$ cat src/rtl/q2_sequencer_if.sv
// Bus between the q2 sequencer and its environment: opcode bits and
// front-panel switches in, machine-state bits and status out.
interface q2_sequencer_if;
    logic op2;
    logic op3;
    logic op4;
    logic op5;
    logic run_sw;
    logic step_sw;
    logic halt;
    logic s0;
    logic s1;
    logic s2;
    logic s3;
    logic ws;
    logic running;
    logic boundary;

    // Environment side: drives opcode/switches, observes state.
    modport master (
        output op2, op3, op4, op5, run_sw, step_sw, halt,
        input  s0, s1, s2, s3, ws, running, boundary
    );

    // Sequencer side.
    modport slave (
        input  op2, op3, op4, op5, run_sw, step_sw, halt,
        output s0, s1, s2, s3, ws, running, boundary
    );
endinterface

$ cat src/rtl/q2_sequencer.sv
// q2 machine-state sequencer: steps each instruction through
// FETCH/LOAD/DEREF/EXEC/ALU_k, two clocks per state (settle, write), with
// front-panel run/step/halt control applied only at instruction boundaries.
module q2_sequencer #(
    parameter int ALU_STEPS     = 8,
    parameter bit START_RUNNING = 1'b0
) (
    input logic           clk,
    input logic           rst,
    q2_sequencer_if.slave bus
);

    typedef enum logic [3:0] {
        ST_FETCH = 4'd0,  ST_LOAD  = 4'd1,  ST_DEREF = 4'd2,  ST_EXEC  = 4'd3,
        ST_ALU0  = 4'd4,  ST_ALU1  = 4'd5,  ST_ALU2  = 4'd6,  ST_ALU3  = 4'd7,
        ST_ALU4  = 4'd8,  ST_ALU5  = 4'd9,  ST_ALU6  = 4'd10, ST_ALU7  = 4'd11,
        ST_ALU8  = 4'd12, ST_ALU9  = 4'd13, ST_ALU10 = 4'd14, ST_ALU11 = 4'd15
    } state_e;

    localparam logic [3:0] LAST_ALU = 4'(3 + ALU_STEPS);

    state_e r_state;
    logic   r_ws;
    logic   r_running;
    logic   r_boundary;
    logic   r_step_pending;
    logic   r_step_q;

    state_e w_state_nx;
    state_e w_succ;
    logic   w_ws_nx;
    logic   w_run_nx;
    logic   w_bnd_nx;
    logic   w_pend_nx;
    logic   w_step_edge;
    logic   w_alu_op;
    logic   w_stopped;
    logic   w_illegal;

    assign w_step_edge = bus.step_sw & ~r_step_q;
    assign w_alu_op    = ~bus.op5 | (~bus.op3 & ~bus.op4);
    assign w_stopped   = (r_state == ST_FETCH) & ~r_ws & ~r_running;
    assign w_illegal   = (r_state > LAST_ALU);

    // State register; the step_sw edge detector is reloaded on reset so a
    // switch already held high does not look like a fresh edge.
    always_ff @(posedge clk) begin
        if (rst) begin
            r_state        <= ST_FETCH;
            r_ws           <= 1'b0;
            r_running      <= START_RUNNING;
            r_boundary     <= 1'b0;
            r_step_pending <= 1'b0;
        end else begin
            r_state        <= w_state_nx;
            r_ws           <= w_ws_nx;
            r_running      <= w_run_nx;
            r_boundary     <= w_bnd_nx;
            r_step_pending <= w_pend_nx;
        end
        r_step_q <= bus.step_sw;
    end

    // Successor state, used only at the end of a write phase.
    always_comb begin
        w_succ = ST_FETCH;
        case (r_state)
            ST_FETCH: w_succ = ST_LOAD;
            ST_LOAD:  w_succ = bus.op2 ? ST_DEREF : ST_EXEC;
            ST_DEREF: w_succ = ST_EXEC;
            ST_EXEC:  w_succ = w_alu_op ? ST_ALU0 : ST_FETCH;
            default:  w_succ = (r_state == state_e'(LAST_ALU)) ? ST_FETCH
                                                                : state_e'(r_state + 4'd1);
        endcase
    end

    // Next-state/outputs: phase toggling, start from stopped, and the
    // stop decision made on each entry to FETCH phase 0.
    always_comb begin
        w_state_nx = r_state;
        w_ws_nx    = r_ws;
        w_run_nx   = r_running;
        w_bnd_nx   = 1'b0;
        w_pend_nx  = r_step_pending;
        if (w_illegal) begin
            w_state_nx = ST_FETCH;
            w_ws_nx    = 1'b0;
        end else if (w_stopped) begin
            // The stopped clock doubles as FETCH phase 0 of the new instruction.
            if (bus.run_sw && !bus.halt) begin
                w_run_nx  = 1'b1;
                w_ws_nx   = 1'b1;
                w_pend_nx = 1'b0;
            end else if (w_step_edge && !bus.halt) begin
                w_run_nx  = 1'b1;
                w_ws_nx   = 1'b1;
                w_pend_nx = 1'b1;
            end
        end else if (!r_ws) begin
            w_ws_nx = 1'b1;
        end else begin
            w_ws_nx    = 1'b0;
            w_state_nx = w_succ;
            if (w_succ == ST_FETCH) begin
                w_bnd_nx = 1'b1;
                if (bus.halt) begin
                    w_run_nx  = 1'b0;
                    w_pend_nx = 1'b0;
                end else if (bus.run_sw && !r_step_pending) begin
                    w_run_nx = 1'b1;
                end else if (w_step_edge) begin
                    w_run_nx  = 1'b1;
                    w_pend_nx = 1'b1;
                end else begin
                    w_run_nx  = 1'b0;
                    w_pend_nx = 1'b0;
                end
            end
        end
    end

    assign {bus.s3, bus.s2, bus.s1, bus.s0} = r_state;
    assign bus.ws       = r_ws;
    assign bus.running  = r_running;
    assign bus.boundary = r_boundary;

endmodule
$ cat src/flat_wrapper.sv
// flat-port wrapper written by rule: the top's interface ports become plain ports
module q2_sequencer_flat 
#(
    parameter int ALU_STEPS     = 8,
    parameter bit START_RUNNING = 1'b0
)
  (clk, rst, bus_op2, bus_op3, bus_op4, bus_op5, bus_run_sw, bus_step_sw, bus_halt, bus_s0, bus_s1, bus_s2, bus_s3, bus_ws, bus_running, bus_boundary);
  q2_sequencer_if bus_i ();
  input logic clk;
  input logic rst;
  input wire logic [$bits(bus_i.op2)-1:0] bus_op2;
  input wire logic [$bits(bus_i.op3)-1:0] bus_op3;
  input wire logic [$bits(bus_i.op4)-1:0] bus_op4;
  input wire logic [$bits(bus_i.op5)-1:0] bus_op5;
  input wire logic [$bits(bus_i.run_sw)-1:0] bus_run_sw;
  input wire logic [$bits(bus_i.step_sw)-1:0] bus_step_sw;
  input wire logic [$bits(bus_i.halt)-1:0] bus_halt;
  output wire logic [$bits(bus_i.s0)-1:0] bus_s0;
  output wire logic [$bits(bus_i.s1)-1:0] bus_s1;
  output wire logic [$bits(bus_i.s2)-1:0] bus_s2;
  output wire logic [$bits(bus_i.s3)-1:0] bus_s3;
  output wire logic [$bits(bus_i.ws)-1:0] bus_ws;
  output wire logic [$bits(bus_i.running)-1:0] bus_running;
  output wire logic [$bits(bus_i.boundary)-1:0] bus_boundary;
  assign bus_i.op2 = bus_op2;
  assign bus_i.op3 = bus_op3;
  assign bus_i.op4 = bus_op4;
  assign bus_i.op5 = bus_op5;
  assign bus_i.run_sw = bus_run_sw;
  assign bus_i.step_sw = bus_step_sw;
  assign bus_i.halt = bus_halt;
  assign bus_s0 = bus_i.s0;
  assign bus_s1 = bus_i.s1;
  assign bus_s2 = bus_i.s2;
  assign bus_s3 = bus_i.s3;
  assign bus_ws = bus_i.ws;
  assign bus_running = bus_i.running;
  assign bus_boundary = bus_i.boundary;
  q2_sequencer #(.ALU_STEPS(ALU_STEPS), .START_RUNNING(START_RUNNING)) u_core (.clk(clk), .rst(rst), .bus(bus_i));
endmodule
$ cat config.mk
export PLATFORM = sky130hd
export DESIGN_NAME = q2_sequencer_flat
export DESIGN_NICKNAME = d
export VERILOG_FILES = /design/src/rtl/q2_sequencer_if.sv /design/src/rtl/q2_sequencer.sv /design/src/flat_wrapper.sv
export SDC_FILE = /design/constraint.sdc
export NUM_CORES = 1
export LEC_CHECK = 0
export BUFFER_PORTS_ARGS = -buffer_cell sky130_fd_sc_hd__buf_2
export CAP_MARGIN = 20
export CORE_AREA = 2 2 39 41
export CTS_BUF_LIST = sky130_fd_sc_hd__clkbuf_16
export CTS_CLUSTER_DIAMETER = 30
export CTS_CLUSTER_SIZE = 20
export DETAILED_ROUTE_END_ITERATION = 8
export DIE_AREA = 0 0 41 43
export GPL_ROUTABILITY_DRIVEN = 1
export HOLD_SLACK_MARGIN = 0.12
export PLACE_DENSITY = 0.62
export SLEW_MARGIN = 0
export SYNTH_ARGS = -nofsm -noshare
export SYNTH_HDL_FRONTEND = slang
export SYNTH_SLANG_ARGS = --single-unit
$ cat constraint.sdc
create_clock -name clk -period 2.5 [get_ports clk]
set_input_delay 0.125 -clock clk [delete_from_list [all_inputs] [get_ports clk]]
set_output_delay 0.125 -clock clk [all_outputs]
set_load 0.01 [all_outputs]
== Yosys cells after proc, flatten, opt, wreduce, memory -nomap -nowiden ==
Index checks and enable logic that the tools add are counted.

* Add/subtract/negate cells: 1
* $lt $le $gt $ge: 1
* Equality and inequality tests: 6
* Mux-type cells: 21
* Bitwise operators: 13
* Reduce and logical (&&, ||, !) cells: 14

{| class="wikitable"
|+ Operators with widths
! cell !! count
|-
| 2-to-1 mux 1 bit || 18
|-
| one-hot mux 4 bit (4 select lines) || 1
|-
| equality test 4 x 2 -> 1 bit, second input constant || 2
|-
| zero test 4 bit || 2
|-
| inverter 1 bit || 8
|-
| AND reduction 5 bit || 1
|-
| adder 4 x 1 -> 4 bit, second input constant || 1
|-
| AND 1 bit || 4
|-
| equality test 4 x 1 -> 1 bit, second input constant || 1
|-
| equality test 4 bit, second input constant || 1
|-
| greater-than comparator 4 bit, second input constant || 1
|-
| 2-to-1 mux 4 bit || 1
|-
| AND reduction 4 bit || 1
|-
| nonzero test 2 bit || 2
|-
| OR reduction 4 bit || 1
|-
| logical AND 1 bit || 3
|-
| 2-to-1 mux 3 bit || 1
|-
| inequality test 3 x 2 -> 1 bit, second input constant || 1
|-
| inequality test 3 bit, second input constant || 1
|-
| zero test 1 bit || 2
|-
| AND reduction 2 bit || 1
|-
| OR reduction 2 bit || 1
|-
| bitwise OR 1 bit || 1
|}

* Flip-flop bits (word level): 9
* Bits of input ports: 9

== Longest topological paths before layout ==
* Word-level depth: 9
* Gate-level depth with buffers: 7

== Worst setup path before layout ==
OpenSTA, ideal clock, no wires.

* Path kind: register to register
* From: reg u_core.r_state[1]
* To: reg u_core.r_step_pending
* Library setup time: 0.119 ns
* Arrival: 1.686 ns
* Data required time: 2.381 ns
* Setup slack: 0.696 ns
* Cell stages (with the launch flop): 6
* Path buffers: 0
* Clock period less this slack: 1.804 ns
* Cell sequence: dfxtp_1 > ha_1 > nand2_1 > or4_4 > a22o_1 > o221a_1

* Word-level cells in the longest chain between the ends: 6
* Elaborated cells between the ends (all ways): 19
* Classes of those cells: 1 x add/sub; 1 x order compare; 6 x eq/ne; 3 x mux; 3 x bitwise; 5 x reduce/logical

{| class="wikitable"
|+ RTL lines
! what !! RTL line !! text
|-
| from (decl) || q2_sequencer.sv:22 || <nowiki>state_e r_state;</nowiki>
|-
| from (signal assigned) || q2_sequencer.sv:55 || <nowiki>r_state <= w_state_nx;</nowiki>
|-
| adder 4 x 1 -> 4 bit or equality test 4 bit (tied branches) || q2_sequencer.sv:73, q2_sequencer.sv:72 ||
|-
| 2-to-1 mux 4 bit || q2_sequencer.sv:72 || <nowiki>default: w_succ = (r_state == state_e'(LAST_ALU)) ? ST_FETCH</nowiki>
|-
| one-hot mux 4 bit (4 select lines) || q2_sequencer.sv:67 || <nowiki>case (r_state)</nowiki>
|-
| zero test 4 bit || q2_sequencer.sv:104 || <nowiki>if (w_succ == ST_FETCH) begin</nowiki>
|-
| nonzero test 2 bit (no source line) || n/a ||
|-
| AND reduction 5 bit (no source line) || n/a ||
|-
| to (signal assigned) || q2_sequencer.sv:59 || <nowiki>r_step_pending <= w_pend_nx;</nowiki>
|-
| to (decl) || q2_sequencer.sv:26 || <nowiki>logic r_step_pending;</nowiki>
|}

Parallel ways exist; a longest one is shown, timed or not.
A chain may end at the register's enable or synchronous reset.

== Final worst setup path ==
Same ends and word-level chain as after synthesis.

==> reports/metrics.csv <==
metric,value,unit
status,finished clean,
synth_top_area_share,33.7,%
std_cell_rows,14,
fin_setup_tns,0,ns
fillers,129,
cpLargestDelayFamily,simple AND/OR/NAND/NOR gates,
worstSetupEndpointType,flop,
rsz0062_at_grt,false,
cts_tree,done,
maxSlewHeadroom,76.4,%
worstPathCellList,ha_1 > nand2_1 > or4_4 > a22o_1 > o221a_1,
numClockSinks,9,
gp_congestion,0.769,
cts-root-buf,clkbuf_16,
critPathLaunchType,flop,
ys_seq_area_share,33.7,%
die-height,43,um
cts_max_level,1,
yosysMostFrequentCell,dfxtp_1,
max-cap-violations,0,
finalNetCount,94,
final_core_util,50.5,%
final_cells,96,
grt_pass1_vias,447,
hold_viol,0,
diodes,0,
dp.cells,90,
start_util,38.6,%
clk_pin_slew,0.04,ns
setup_slack,0.654,ns
grt_max_degree,10,
ios,16,
powerDensity,779,nW/um^2
grt_usage,15.0,%
vias_per_cell,4.96,
max-vdd-ir-drop,0.520,mV
grt_pass1_wl,1750,um
cts.path.max_buffers,2,
min_period_over_period,73.8,%
synthCells,62,
drv_slew,0,
cts_setup_buffers,0,
fmax,542,MHz
grt_overflow_total,0,
synth.area.top_cells,"dfxtp_1 (34%), ha_1 (9.4%), o21ai_0 (6.6%), nor2b_1 (4.7%), buf_6 (4.2%)",
cts_buffers,3,
synth_cell_types,25,
synth_common_cells,"dfxtp_1 (9), o21ai_0 (7), inv_1 (6), nor2_1 (6)",
port_buffers,15,
critPathArrivalTime,1.97,ns
drc,0,
cp_slowest_cell,or4_4,
drive_gt1_share,27.5,%
hpwl,810,um
syn_nets,75,
synth_top_area_cell,dfxtp_1,
synth_edf_count,0,
synth_seq_cells,9,
ant_nets,0,
finalSetupViolations,0,
drt-pass1-iter-count,4,
critPathBufInv,0,
tightest_slew,0.350,ns
cp.required,2.62,ns
areaGrowthSynthToFinish,30.7,%
clk_latency,0.23,ns
antenna_found_initial,0,
core_area,1380,sq um
slowest_delay,0.58,ns
synth_ff_type,dfxtp_1,
netlist_area,534,sq um
avgSynthCellArea,8.62,sq um
wl_per_cell,10.7,um
finClkSkew,0.00248,ns
path_class,reg2reg,
routed_wl,1030,um
drt_iter0_drc,5,
period_needed,1.85,ns
p_leak,0.324,nW
hp-class,in2reg,
vias,476,
yosysWarnings,0,
crit_path_max_fanout,6,
die_x,41,um
cts_repair_resize_count,0,
final_cell_area,698,sq um
synthArstFlopShare,0,%
die_area,1760,sq um
placed_cell_area,599,sq um
dpl_worst_slack,0.658,ns
ff2ff_setup_slack,0.65,ns
[per-stage QoR]
stage | total power, W | hold WS (ns)
finish | 0.000544 | 0.275
CTS | 0.000550 | 0.273
detailed placement | 0.000271 | 0.242
global route | 0.000577 | 0.293
floorplan | 0.000245 | 0.153
global placement | 0.000270 | 0.240
[final timing paths]
kind | startpoint | endpoint | cells past startpoint
setup / recovery | u_core.r_state[1] | u_core.r_step_pending | 5
hold / removal | bus_halt | u_core.bus.ws | 4
setup reg to reg | u_core.r_state[1] | u_core.r_step_pending | 5
hold reg to reg | u_core.bus.running | u_core.bus.running | 2
[layout by cell type, fill, tap and decap left out, drive strengths merged, types with 2 or more instances in the layout]
| master | n |
|---|---|
| dfxtp | 9 |
| o21ai | 7 |
| dlygate4sd3 | 2 |
| clkbuf | 3 |
| ha | 4 |
| nand2 | 4 |
| nand3 | 3 |
| nor4 | 2 |
| inv | 7 |
| nor2b | 4 |
| buf | 15 |
| a21oi | 2 |
| nor2 | 6 |
[state kept, by name (all words and copies together) (netlist names)]
name                   flops
u_core.r_state             4
u_core.bus.running         1
u_core.r_step_pending      1
u_core.r_step_q            1
u_core.bus.boundary        1
u_core.bus.ws              1
[kinds of logic (layout without fill, tap and decap cells)]
kind of cell             count (synthesis)  after routing  synth area share [%]
flip-flops                               9              9                  33.7
multiplexers                             1              1                  1.87
adder cells (fa/ha/maj)                  4              4                  9.37
AND/OR/NAND/NOR                         23             23                  24.1
AO/OA/AOI/OAI                           16             16                  21.1
buffers and inverters                    9             27                  9.84
[where the power goes]
group,total [W],switching (W),internal [W]
registers,0.000177,0.0000189,0.000158
logic,0.0000936,0.0000477,0.0000458
clock network,0.000273,0.0000648,0.000208
[routing by layer]
| metal | wire (um) | track usage [%] |
|---|---|---|
| met1 | 461 | 17.1 |
| met2 | 495 | 22.5 |
| met3 | 64 | 9.42 |
| met4 | 8 | 4.00 |
| met5 | 0 | 0 |
[repair_timing]
action                                  CTS  global route
hold buffers                              2             0
endpoints found under the hold margin     2             0
endpoints found under the setup margin    0             0
[tightest hold or removal path, delay by kind of cell]
family / cells / cell delay, ns
compound gates: 2 / 0.19
buf+inv: 2 / 0.13
[cell type report]
| type | instances | area, sq um | share of cell area (%) |
|---|---|---|---|
| clock buffer | 3 | 75.1 | 10.8 |
| clock inverter | 1 | 3.75 | 0.538 |
| inverter | 6 | 22.5 | 3.23 |
| multi-input combinational | 44 | 302 | 43.2 |
| sequential | 9 | 180 | 25.8 |
| tap | 16 | 20.0 | 2.87 |
| timing repair buffer | 17 | 95.1 | 13.6 |
Note: power is estimated with default switching activity, not from simulation.
